--- src/rtl/fifo_ctrl_pkg.sv ---
// Shared types and helpers for the async FIFO write-side controller.
package fifo_ctrl_pkg;

  typedef enum logic {
    IDLE  = 1'b0,
    BURST = 1'b1
  } state_t;

  // Binary to reflected-gray conversion; callers cast the result to their pointer width.
  function automatic logic [31:0] bin2gray(input logic [31:0] bin);
    return bin ^ (bin >> 1);
  endfunction

  // Full when the write gray pointer equals the read gray pointer with its two MSBs inverted.
  // ptr_w is the pointer width (address bits plus the wrap bit).
  function automatic logic is_full(input logic [31:0] wgray,
                                   input logic [31:0] rgray,
                                   input int unsigned ptr_w);
    logic [31:0] mask;
    logic [31:0] top2;
    mask = (32'd1 << ptr_w) - 32'd1;
    top2 = 32'd3 << (ptr_w - 2);
    return ((wgray ^ rgray ^ top2) & mask) == '0;
  endfunction

endpackage

--- src/rtl/sync_2ff.sv ---
// Two-flop synchroniser bringing the read-side gray pointer into the w_clk domain.
module sync_2ff #(
  parameter int unsigned WIDTH = 1
) (
  input  logic             w_clk,
  input  logic             w_rst_n,
  input  logic [WIDTH-1:0] d,
  output logic [WIDTH-1:0] q
);

  logic [WIDTH-1:0] meta;

  // Metastability stage followed by the output stage.
  always_ff @(posedge w_clk or negedge w_rst_n) begin
    if (!w_rst_n) begin
      meta <= '0;
      q    <= '0;
    end else begin
      meta <= d;
      q    <= meta;
    end
  end

endmodule

--- src/rtl/fifo_write_arbiter.sv ---
// Write-side controller for the async FIFO: round-robin arbiter with burst lock,
// RAM write port, binary/gray write pointer and full flag.
module fifo_write_arbiter
  import fifo_ctrl_pkg::*;
#(
  parameter int unsigned NUM_REQ        = 4,
  parameter int unsigned DATAIN_WIDTH   = 16,
  parameter int unsigned FIFO_DEPTH     = 16,
  parameter int unsigned FIFO_DEPTH_BIT = 4,
  parameter int unsigned MAX_BURST      = 4
) (
  input  logic                              w_clk,
  input  logic                              w_rst_n,
  input  logic [NUM_REQ-1:0]                req,
  input  logic [NUM_REQ-1:0]                req_last,
  input  logic [NUM_REQ*DATAIN_WIDTH-1:0]   req_data,
  output logic [NUM_REQ-1:0]                ack,
  output logic [NUM_REQ-1:0]                grant,
  output logic                              w_en,
  output logic [FIFO_DEPTH_BIT-1:0]         write_addr,
  output logic [DATAIN_WIDTH-1:0]           data_write,
  output logic                              flag_full,
  output logic [FIFO_DEPTH_BIT:0]           wptr_gray,
  input  logic [FIFO_DEPTH_BIT:0]           rptr_gray
);

  localparam int unsigned IDX_W  = (NUM_REQ > 1) ? $clog2(NUM_REQ) : 1;
  localparam int unsigned BEAT_W = $clog2(MAX_BURST + 1);
  localparam int unsigned PTR_W  = $clog2(FIFO_DEPTH) + 1;
  localparam int unsigned GPTR_W = FIFO_DEPTH_BIT + 1;

  state_t                    state, state_n;
  logic [IDX_W-1:0]          owner, owner_n;
  logic [IDX_W-1:0]          last_owner, last_owner_n;
  logic [NUM_REQ-1:0]        grant_n;
  logic [BEAT_W-1:0]         beat_cnt, beat_cnt_n;
  logic [PTR_W-1:0]          wptr_bin, wptr_bin_n;
  logic [GPTR_W-1:0]         rptr_sync;
  logic                      pick_valid;
  logic [IDX_W-1:0]          pick_idx;
  int unsigned               cand;
  logic [DATAIN_WIDTH-1:0]   req_word [NUM_REQ];

  for (genvar i = 0; i < NUM_REQ; i++) begin : g_unpack
    assign req_word[i] = req_data[i*DATAIN_WIDTH +: DATAIN_WIDTH];
  end

  sync_2ff #(
    .WIDTH (GPTR_W)
  ) u_rptr_sync (
    .w_clk   (w_clk),
    .w_rst_n (w_rst_n),
    .d       (rptr_gray),
    .q       (rptr_sync)
  );

  assign write_addr = wptr_bin[FIFO_DEPTH_BIT-1:0];
  assign flag_full  = is_full(32'(wptr_gray), 32'(rptr_sync), GPTR_W);

  // Round-robin pick: first active request after the previous owner, wrapping.
  always_comb begin
    pick_valid = 1'b0;
    pick_idx   = '0;
    cand       = 0;
    for (int unsigned k = 1; k <= NUM_REQ; k++) begin
      cand = (32'(last_owner) + k) % NUM_REQ;
      if (!pick_valid && req[IDX_W'(cand)]) begin
        pick_valid = 1'b1;
        pick_idx   = IDX_W'(cand);
      end
    end
  end

  // Next-state, RAM write port and requester acknowledge.
  always_comb begin
    state_n      = state;
    owner_n      = owner;
    last_owner_n = last_owner;
    grant_n      = grant;
    beat_cnt_n   = beat_cnt;
    wptr_bin_n   = wptr_bin;
    w_en         = 1'b0;
    ack          = '0;
    data_write   = '0;
    unique case (state)
      IDLE: begin
        if (pick_valid) begin
          state_n           = BURST;
          owner_n           = pick_idx;
          grant_n           = '0;
          grant_n[pick_idx] = 1'b1;
          beat_cnt_n        = '0;
        end
      end
      BURST: begin
        if (req[owner]) begin
          // A full FIFO stalls the burst in place without consuming a beat.
          if (!flag_full) begin
            w_en       = 1'b1;
            ack[owner] = 1'b1;
            data_write = req_word[owner];
            wptr_bin_n = wptr_bin + 1'b1;
            beat_cnt_n = beat_cnt + 1'b1;
            if (req_last[owner] || (beat_cnt == BEAT_W'(MAX_BURST - 1))) begin
              state_n      = IDLE;
              grant_n      = '0;
              last_owner_n = owner;
            end
          end
        end else begin
          state_n      = IDLE;
          grant_n      = '0;
          last_owner_n = owner;
        end
      end
      default: state_n = IDLE;
    endcase
  end

  // State, ownership and pointer registers; gray pointer is taken from the next binary value.
  always_ff @(posedge w_clk or negedge w_rst_n) begin
    if (!w_rst_n) begin
      state      <= IDLE;
      owner      <= '0;
      last_owner <= IDX_W'(NUM_REQ - 1);
      grant      <= '0;
      beat_cnt   <= '0;
      wptr_bin   <= '0;
      wptr_gray  <= '0;
    end else begin
      state      <= state_n;
      owner      <= owner_n;
      last_owner <= last_owner_n;
      grant      <= grant_n;
      beat_cnt   <= beat_cnt_n;
      wptr_bin   <= wptr_bin_n;
      wptr_gray  <= GPTR_W'(bin2gray(32'(wptr_bin_n)));
    end
  end

endmodule

--- config.mk ---
export PLATFORM = sky130hd
export DESIGN_NAME = fifo_write_arbiter
export DESIGN_NICKNAME = d
export VERILOG_FILES = /design/src/rtl/fifo_ctrl_pkg.sv /design/src/rtl/sync_2ff.sv /design/src/rtl/fifo_write_arbiter.sv
export SDC_FILE = /design/constraint.sdc
export NUM_CORES = 1
export LEC_CHECK = 0
export CORE_ASPECT_RATIO = 1.1
export CORE_MARGIN = 1.5
export CORE_UTILIZATION = 38
export DETAILED_ROUTE_END_ITERATION = 12
export PLACE_DENSITY = 0.86
export RECOVER_POWER = 100
export REMOVE_ABC_BUFFERS = 1
export SYNTH_ARGS = -nofsm -noshare
export SYNTH_HDL_FRONTEND = slang
export SYNTH_SLANG_ARGS = --single-unit
--- constraint.sdc ---
create_clock -name w_clk -period 2.4 [get_ports w_clk]
set_input_delay 0.36 -clock w_clk [delete_from_list [all_inputs] [get_ports w_clk]]
set_output_delay 0.36 -clock w_clk [all_outputs]
set_load 0.01 [all_outputs]
==> flow_metrics.env <==
export IMPL_grt_pass1_vias=1967
export IMPL_path_clk_slew_ns=0.07
export IMPL_synth_warnings=0
export IMPL_period_needed_ns=2.353
export IMPL_failed_checks="design-rule violations"
export IMPL_wl_met2_mm=3.144
export IMPL_synthCells=175
export IMPL_routed_wirelength_mm=5.775
export IMPL_routed_via_density=5.163
export IMPL_n_antenna_cell=0
export IMPL_cp_num_cells=5
export IMPL_grt_first_pass_wirelength_mm=9.473
export IMPL_fin_crit_sh=0.9804
export IMPL_drt_iter0_drc=51
export IMPL_grt_antenna_before_repair=0
export IMPL_dp_hpwl_mm=4.582
export IMPL_fin_skew_ns=0.006364
export IMPL_hold_viol=0
export IMPL_placed_area_um2=3224
export IMPL_cts_buffer_depth=2
export IMPL_wl_met1_mm=2.039
export IMPL_p_int_uw=2177
export IMPL_endpoint_kind="primary output"
export IMPL_coreArea_um2=5000
export IMPL_yosysSeqAreaShare=0.3949
export IMPL_wl_met3_um=422
export IMPL_fin_area_um2=3368
export IMPL_clock_power_share=0.127
export IMPL_holdPathStages=0
export IMPL_crit_chain="xnor2_1 > nor3_2 > buf_4 > and2_1 > clkdlybuf4s50_1"
export IMPL_detail_route_antenna_nets=0
export IMPL_fill_cells=394
export IMPL_dieHeight_um=78.53
export IMPL_switching_share=0.3830
export IMPL_crit_buf_inv=2
export IMPL_max_slew_margin_rel=0.7227
export IMPL_synth_seq_cells=31
export IMPL_worstRegToRegCells=6
export IMPL_seq_power_share=0.257
export IMPL_power_per_cell_area_nw_per_um2=1048
export IMPL_p_comb_frac=0.616
export IMPL_cpPeakStageDelay_ns=0.53
export IMPL_finalHoldWorstSlack_ns=0.3472
export IMPL_numCtsBuffers=5
export IMPL_synthesis_area_um2=1971
export IMPL_h_tree_depth=2
export IMPL_die_x_um=71.66
export IMPL_port_buffers=113
export IMPL_p_sw_uw=1351
export IMPL_setup_viol=0
export IMPL_cts_root_buf="clkbuf_8"
export IMPL_slowest_stage="clkdlybuf4s50_1"
export IMPL_hold_buffers=0
export IMPL_start_util=0.3941
export IMPL_slew_viol_final=0
export IMPL_grt_usage=0.2191
export IMPL_grt_overflow=0
export IMPL_top_layer_used="met4"
export IMPL_syn_mean_instance_area_um2=11.26
export IMPL_area_delta_synth_final_pct=70.92
export IMPL_max_freq_mhz=425.0
export IMPL_post_route_drc_count=9
export IMPL_grt_max_degree=32
export IMPL_crit_fanout=4
export IMPL_fin_nets=384
export IMPL_drtPass1Iterations=8
export IMPL_worstPathRequired_ns=2.04
export IMPL_hold_path_class="flop to flop"
export IMPL_clock_latency_ns=0.28
export IMPL_io_pins=114
export IMPL_wl_per_cell_um=16.00
export IMPL_fp_row_count=27
export IMPL_dieArea_um2=5627
export IMPL_crit_arrival_ns=1.99
export IMPL_cts_tree="built"
export IMPL_drive_gt1_frac=0.1815
export IMPL_place_congestion=0.8428
export IMPL_start_kind="flop"
export IMPL_vias=1864
export IMPL_cap_violations=0
export IMPL_max_vdd_ir_drop_mv=0.6635
export IMPL_outcome="finished, violations left"
export IMPL_cts_sinks=31
export IMPL_synth_cell_type_count=44
export IMPL_worst_pin_slew_ns=0.4160
export IMPL_p_leak_uw=0.001471
export IMPL_critPathTopFamily="buffers and inverters"
export IMPL_path_class="flop to primary output"
kinds of logic (layout without fill, tap and decap cells):
| family | after synthesis | count (layout) | synth area share |
|---|---|---|---|
| AND/OR/NAND/NOR | 59 | 59 | 0.1594 |
| flip-flops | 31 | 31 | 0.3949 |
| buffers and inverters | 17 | 145 | 0.03936 |
| adder cells (fa/ha/maj) | 3 | 3 | 0.01905 |
| multiplexers | 25 | 25 | 0.2362 |
| XOR/XNOR | 14 | 14 | 0.06222 |
| AO/OA/AOI/OAI | 26 | 26 | 0.08889 |
worst register-to-register path, stage by stage (launching register included):
cell and delay [ns]:
dfrtp_1 0.36, buf_4 0.31, mux2i_1 0.14, a22o_1 0.26
a21o_1 0.18, a21boi_2 0.29, mux2_2 0.37
synthesized netlist by cell type, drive strengths merged:
cell type   n  area share
o221ai      1      0.0044
nand4       1      0.0032
buf         6       0.018
a211oi      2      0.0076
nand2b      3      0.0095
nor2b       2      0.0063
dfstp       2       0.027
and3        1      0.0032
a21oi       9       0.023
a2111o      1      0.0057
o211ai      1      0.0038
xnor2       8       0.036
nor3        2      0.0076
a21boi      2      0.0095
clkbuf      5       0.010
o22ai       1      0.0032
nor3b       1      0.0038
nand3b      1      0.0038
a31oi       1      0.0032
mux4       17        0.19
o21ai       3      0.0076
xor2        6       0.027
a211o       1      0.0044
a22o        1      0.0044
nand3       6       0.015
and3b       1      0.0044
mux2        2       0.011
nor2        6       0.011
a21o        3       0.012
nand2      17       0.034
inv         6       0.011
dfrtp      29        0.37
or3         1      0.0032
and2       17       0.054
ha          3       0.019
mux2i       6       0.030
area by class of cell:
cell class	count	area, um^2	share of cell area
clock inverters	1	7.507	0.002229
well taps	58	72.57	0.02155
multi-input cells	127	1131	0.3358
flip-flops and latches	31	779.5	0.2314
inverters	6	27.53	0.008172
clock buffers	7	96.34	0.02860
repair buffers	131	1254	0.3722
metal layers:
metal | up-vias | GRT usage
met3 | 17 | 0.06033
met4 | 0 | 0.08679
met5 | - | 0
met2 | 68 | 0.4000
li1 | 878 | -
met1 | 901 | 0.2359
placed cells by master (no fill, tap or decap), drive strengths merged, types with 2 or more instances in the layout:
cell type,n
dfrtp,29
dlygate4sd3,19
nor2b,2
mux2,2
clkdlybuf4s50,71
dfstp,2
dlymetal6s2s,2
a21boi,2
inv,6
a21o,3
clkbuf,11
and2,17
buf,15
nand3,6
nand2,17
xor2,6
mux2i,6
o21ai,3
mux4,17
a211oi,2
ha,3
nand2b,3
clkdlybuf4s15,6
nor2,6
a21oi,9
xnor2,8
dlygate4sd2,14
nor3,2
worst paths after layout:
| check | startpoint | endpoint | slack (ns) |
|---|---|---|---|
| max | wptr_bin[4] | flag_full | 0.05 |
| max in group asynchronous | w_rst_n | last_owner[1] | 1.54 |
| min in group asynchronous | w_rst_n | u_rptr_sync.meta[0] | 0.53 |
| min | u_rptr_sync.meta[3] | u_rptr_sync.q[3] | 0.35 |
| min reg2reg | u_rptr_sync.meta[3] | u_rptr_sync.q[3] | 0.35 |
| max reg2reg | owner[1] | last_owner[0] | 0.42 |
power groups by stage:
stage | Clock (uW) | Combinational (uW) | Sequential [uW]
2_1_floorplan | 0 | 1090 | 1050
3_3_place_gp | 0 | 2200 | 903
3_5_place_dp | 0 | 2240 | 911
4_1_cts | 465 | 2200 | 907
5_1_grt | 489 | 2380 | 937
6_report | 450 | 2170 | 906
through the flow:
stage	util	setup TNS, ns	instances	power [uW]	setup WS (ns)
after CTS	0.6667	0	358	3576	0.01434
after detailed placement	0.6449	-5.952	349	3151	-0.3196
after global routing	0.6737	-0.005646	361	3803	-0.005646
after floorplan	-	-4.459	164	2144	-0.2766
after global placement	0.6449	-4.808	349	3100	-0.2664
final	0.6737	0	361	3529	0.04709
registers in the layout, indices dropped and copies added (netlist names):
register	count
beat_cnt	3
last_owner	2
u_rptr_sync.q	5
state	1
wptr_bin	5
u_rptr_sync.meta	5
grant	4
owner	2
wptr_gray	4
timing repair:
action	CTS	global route
hold endpoints to repair	0	0
gates resized for setup	33	10
endpoints found under the setup margin	21	19
gates cloned	0	0
buffers inserted	1	3
pin swaps	1	2
Note: power is estimated with default switching activity, not from simulation.
